## src/rtl/counter_down_8bit_pkg.sv

```systemverilog
// Shared definitions for the counters library: FSM state encodings and default counter width.
package counter_down_8bit_pkg;

    localparam int CNT_WIDTH = 8;

    typedef enum logic [1:0] {
        ST_IDLE = 2'b00,
        ST_RUN  = 2'b01,
        ST_DONE = 2'b10
    } state_t;

endpackage

```

## src/rtl/counter_down_8bit.sv

```systemverilog
// Loadable down-counter/timer with a one-cycle terminal-count pulse and optional auto-reload.
// Latency: load visible one edge after sampling; all outputs registered. Gated by ce, then load > en.
module counter_down_8bit
    import counter_down_8bit_pkg::*;
#(
    parameter int WIDTH = CNT_WIDTH
) (
    input  logic             clk,
    input  logic             reset,
    input  logic             ce,
    input  logic             en,
    input  logic             load,
    input  logic [WIDTH-1:0] d,
    input  logic             reload_en,
    output logic [WIDTH-1:0] q,
    output logic             tc,
    output logic             busy,
    output logic             done
);

    state_t           state_q, state_d;
    logic [WIDTH-1:0] cnt_q, cnt_d;
    logic [WIDTH-1:0] rld_q, rld_d;
    logic             tc_q, tc_d;
    logic             busy_q, busy_d;
    logic             done_q, done_d;

    always_comb begin
        state_d = state_q;
        cnt_d   = cnt_q;
        rld_d   = rld_q;
        tc_d    = 1'b0;
        if (ce) begin
            if (load) begin
                cnt_d   = d;
                rld_d   = d;
                state_d = (d != '0) ? ST_RUN : ST_IDLE;
            end else if (state_q == ST_RUN && en) begin
                // Intercepting q==1 here is what keeps the count from wrapping below zero.
                if (cnt_q == WIDTH'(1)) begin
                    tc_d = 1'b1;
                    if (reload_en) begin
                        cnt_d = rld_q;
                    end else begin
                        cnt_d   = '0;
                        state_d = ST_DONE;
                    end
                end else begin
                    cnt_d = cnt_q - WIDTH'(1);
                end
            end
        end
        busy_d = (state_d == ST_RUN);
        done_d = (state_d == ST_DONE);
    end

    always_ff @(posedge clk or negedge reset) begin
        if (!reset) begin
            state_q <= ST_IDLE;
            cnt_q   <= '0;
            rld_q   <= '0;
            tc_q    <= 1'b0;
            busy_q  <= 1'b0;
            done_q  <= 1'b0;
        end else begin
            state_q <= state_d;
            cnt_q   <= cnt_d;
            rld_q   <= rld_d;
            tc_q    <= tc_d;
            busy_q  <= busy_d;
            done_q  <= done_d;
        end
    end

    assign q    = cnt_q;
    assign tc   = tc_q;
    assign busy = busy_q;
    assign done = done_q;

endmodule

```

## config.mk

```make
export PLATFORM = sky130hd
export DESIGN_NAME = counter_down_8bit
export DESIGN_NICKNAME = d
export VERILOG_FILES = /design/src/rtl/counter_down_8bit_pkg.sv /design/src/rtl/counter_down_8bit.sv
export SDC_FILE = /design/constraint.sdc
export NUM_CORES = 1
export LEC_CHECK = 0
export BUFFER_PORTS_ARGS = -buffer_cell sky130_fd_sc_hd__buf_2
export CAP_MARGIN = 20
export CORE_MARGIN = 2
export CORE_UTILIZATION = 25
export DETAILED_ROUTE_END_ITERATION = 8
export GPL_ROUTABILITY_DRIVEN = 0
export PLACE_DENSITY = 0.47
export SKIP_CTS_REPAIR_TIMING = 1
export SLEW_MARGIN = 20
export SYNTH_ARGS = -nofsm -noshare
export SYNTH_HDL_FRONTEND = slang
export SYNTH_SLANG_ARGS = --single-unit
```

## constraint.sdc

```tcl
create_clock -name clk -period 2.1 [get_ports clk]
set_input_delay 0.42 -clock clk [delete_from_list [all_inputs] [get_ports clk]]
set_output_delay 0.42 -clock clk [all_outputs]
set_load 0.005 [all_outputs]
```

---- Word level (Yosys, flattened, before mapping) ----
Index checks and enable logic that the tools add are counted.
operators by class
  multiplexer cells ....................... 14
  reductions and logical operators ........ 5
  eq/ne operators ......................... 4
  add/subtract/negate cells ............... 1
operator list
  cell                                                 number
  two-way mux 8 bit                                    4
  two-way mux 2 bit                                    5
  equality test 8 x 1 -> 1 bit, second input constant  1
  nonzero test 8 bit                                   1
  subtractor 8 x 1 -> 8 bit, second input constant     1
  two-way mux 1 bit                                    5
  equality test 2 x 1 -> 1 bit, second input constant  2
  AND reduction 2 bit                                  2
  equality test 2 bit, second input constant           1
  nonzero test 2 bit                                   1
  logical AND 1 bit                                    1
word-level totals
  output and inout port bits .............. 11
  register bits after elaboration ......... 21
  word-level logic and storage cells ...... 30
  input bits .............................. 14

---- Depth between registers and ports, before layout ----
  word-level depth ........................ 6
  gate-level depth with buffers ........... 7
  gate-level depth less buffers ........... 6

---- Worst setup path after synthesis ----
Ideal clock, no wire load.
  path kind ............................... reg2reg
  from .................................... register cnt_q[1] (netlist: q[1])
  to ...................................... register cnt_q[1] (netlist: q[1])
  required time ........................... 1.974 ns
  arrival time ............................ 1.563 ns
  setup slack ............................. 0.411 ns
  stages on the path, launching flop included .. 8
  period minus slack after synthesis ...... 1.689 ns
  buffers on the path ..................... 1
  setup time .............................. 0.126 ns
  path through ............................ dfrtp_1 -> inv_1 -> ha_1 -> nor4b_4 -> and2_1 -> buf_6 -> mux2i_1 -> a221o_1
on the way
  cells in the longest elaborated chain, start to end .. 4
  elaborated cells between the ends (all ways) .. 5
  classes of those cells .................. 1 x add/sub; 1 x eq/ne; 3 x mux
ends and longest elaborated chain
  item                                                                              RTL line                                          text
  start, declared                                                                   counter_down_8bit.sv:22                           logic [WIDTH-1:0] cnt_q, cnt_d;
  start signal, assigned                                                            counter_down_8bit.sv:67                           cnt_q <= cnt_d;
  subtractor 8 x 1 -> 8 bit / equality test 8 x 1 -> 1 bit (equally long branches)  counter_down_8bit.sv:49, counter_down_8bit.sv:40
  two-way mux 8 bit (*)                                                             counter_down_8bit.sv:40                           if (cnt_q == WIDTH'(1)) begin
  two-way mux 8 bit (*)                                                             counter_down_8bit.sv:38                           end else if (state_q == ST_RUN && en) begin
  two-way mux 8 bit (*)                                                             counter_down_8bit.sv:34                           if (load) begin
Mark *: on every way between the ends. The rest lies on a longest branch, timed or not. The select of a mux whose other input is x is not followed.
A chain may end at the register's enable or synchronous reset.

---- Worst setup path after layout ----
Same ends and word-level chain as after synthesis.

==> metrics.yaml <==
ys_seq_area_frac: 0.448
cp_max_fo: 5
r2r_cells: 6
syn_nets: 132
rows: 24
clk_latency_ns: 0.27
io_buffers: 24
die-height_um: 72.5
ys_warn_count: 0
die_w_um: 72.5
fin_cells: 193
slowest_delay_ns: 0.41
finalWorstSetupSlack_ns: 0.365
grt_antenna_before_repair: 0
status: "completed"
track_usage: 0.127
clock-sinks: 21
layout-drive-gt1-share: 0.277
ant_nets: 0
timing.final.max_slew_violations: 0
grt_max_degree: 22
drtPass1Iterations: 4
async_flop_share: 1.00
grt_overflow_total: 0
antenna_cells: 0
via_count: 1014
h-tree-depth: 1
wire_per_inst_um: 15.6
synth_ff_type: "dfrtp_1"
tns_ns: 0
grt_pass1_wl_mm: 5.07
core_area_um2: 4440
cp.arrival_ns: 1.89
endpoint_kind: "register"
postSynthCellCount: 116
cp.required_ns: 2.25
grt_pass1_vias: 967
hold_violations: 0
reg2reg_from: "q[1]"
nets: 158
setup_viol: 0
dpl.cell_count: 189
crit_chain: "inv_1 -> ha_1 -> nor4b_4 -> and2_1 -> mux2i_1 -> a221o_1"
ir_worst_vdd_uv: 240
fin_crit_sh: 0.826
avgViaCountPerCell: 5.25
synth_area_um2: 1170
die-area_um2: 5260
path_buf_inv: 1
slew_headroom: 0.598
syn_avg_cell_area_um2: 10.1
hpwl_mm: 2.24
fmax_ghz: 0.576
syn2layout_area_growth_pct: 18.8
clkTransAtPathRegs_ns: 0.08
dp_worst_setup_slack_ns: 0.371
routed_wl_mm: 3.00
cts_inserted_buffers: 3
utilization: 0.314
hold_path_class: "input pin to asynchronous set/reset pin"
rsz0062_at_grt: "false"
fillers: 477
rrSetupSlack_ns: 0.36
tightest_slew_ns: 0.599
drv_cap: 0
critical-path-top-delay-family: "simple AND/OR/NAND/NOR gates"
crit_type: "register to register"
clk_path_buf_depth: 2
start_util: 0.264
io_pins: 25
cts_root_buffer: "clkbuf_8"
cp-start-kind: "register"
slowest_stage: "dfrtp_1"
fin_skew_ns: 0.00610
cts_tree: "done"
synth-seq-cells: 21
drt_iter0_markers: 76
power_leakage_uw: 0.000638
fin_crit_ns: 1.74
synth_edf_count: 0
r2r_end: "q[1]"
pwr_density_cell_nw_per_um2: 742
ys_types: 41
drc: 0
-- registers in the layout (all words and copies together), names as in the netlist --
signal,count
busy,1
done,1
tc,1
rld_q,8
state_q,2
q,8
-- area by class of cell --
class	count	area (um^2)	share of cell area
Timing Repair Buffer	26	135	0.0969
Sequential cell	21	526	0.377
Clock buffer	3	41.3	0.0296
Multi-Input combinational cell	84	599	0.430
Tap cell	52	65.1	0.0467
Inverter	6	22.5	0.0162
Clock inverter	1	5.00	0.00359
-- Yosys cell counts (all sizes together), types with 2 or more instances --
| master | number | share of area |
|---|---|---|
| mux2i | 5 | 0.043 |
| and3 | 2 | 0.011 |
| mux2 | 6 | 0.058 |
| nor2b | 2 | 0.011 |
| a21o | 2 | 0.013 |
| nand3b | 2 | 0.013 |
| nand3 | 3 | 0.013 |
| a221o | 2 | 0.017 |
| o21ai | 4 | 0.017 |
| ha | 2 | 0.021 |
| a31oi | 2 | 0.011 |
| o21a | 3 | 0.019 |
| nand2 | 10 | 0.032 |
| nor3 | 3 | 0.017 |
| dfrtp | 21 | 0.45 |
| inv | 6 | 0.019 |
| nor4 | 3 | 0.016 |
| clkbuf | 4 | 0.013 |
| a41oi | 2 | 0.015 |
| a21oi | 6 | 0.026 |
| nor2 | 8 | 0.026 |
-- metal layers --
layer  global-route usage  vias to the layer above  part of all wire
li1                     -                      479                 -
met3               0.0375                        4             0.065
met4               0.0309                        0             0.011
met2                0.181                       38              0.43
met1                0.188                      493              0.50
met5                    0                        -                 0
-- where the power goes --
group / internal (uW) / total, uW / leakage [uW] / switching (uW)
combinational: 120 / 239 / 0.000366 / 120
clock: 133 / 276 / 0.0000255 / 144
sequential: 454 / 518 / 0.000247 / 64.8
-- placed cells by master, fill, tap and decap left out, types with 2 or more instances in the layout --
master    count
a21o_1        2
a21oi_1       6
a221o_1       2
a31oi_1       2
a41oi_1       2
and3_1        2
buf_2        24
buf_4         2
clkbuf_8      3
dfrtp_1      21
ha_1          2
inv_1         6
mux2_2        6
mux2i_1       5
nand2_1      10
nand3_1       3
nand3b_1      2
nor2_1        8
nor2b_1       2
nor3_1        2
nor4_1        3
o21a_1        3
o21ai_0       3
-- worst max-delay path by stage --
stage / start / endpoint / slack, ns / cells after the start
finish: q[1] / q[1] / 0.36 / 6
global route: q[1] / q[1] / 0.24 / 6
CTS: q[1] / q[1] / 0.35 / 6
detailed placement: q[1] / q[1] / 0.37 / 6
global placement: q[1] / q[1] / 0.44 / 6
floorplan: q[1] / q[1] / 0.41 / 7
-- logic make-up (layout without fill, tap and decap cells) --
group | after synthesis | count (layout) | synth area share
xor gates and xnor gates | 2 | 2 | 0.0149
and+or+nand+nor | 41 | 41 | 0.205
adders and majority gates | 2 | 2 | 0.0213
AOI/OAI and AO/OA | 28 | 28 | 0.170
buffers and inverters | 11 | 36 | 0.0416
muxes | 11 | 11 | 0.100
DFF | 21 | 21 | 0.448
-- stage by stage --
stage / power (uW) / instance area, um^2 / hold WS [ns]
after floorplan: 667 / 1170 / 0.124
after global placement: 768 / 1350 / 0.413
after detailed placement: 764 / 1350 / 0.420
after CTS: 1050 / 1390 / 0.121
after global routing: 1100 / 1390 / 0.139
final: 1030 / 1390 / 0.102
Note: power is estimated with default switching activity, not from simulation.
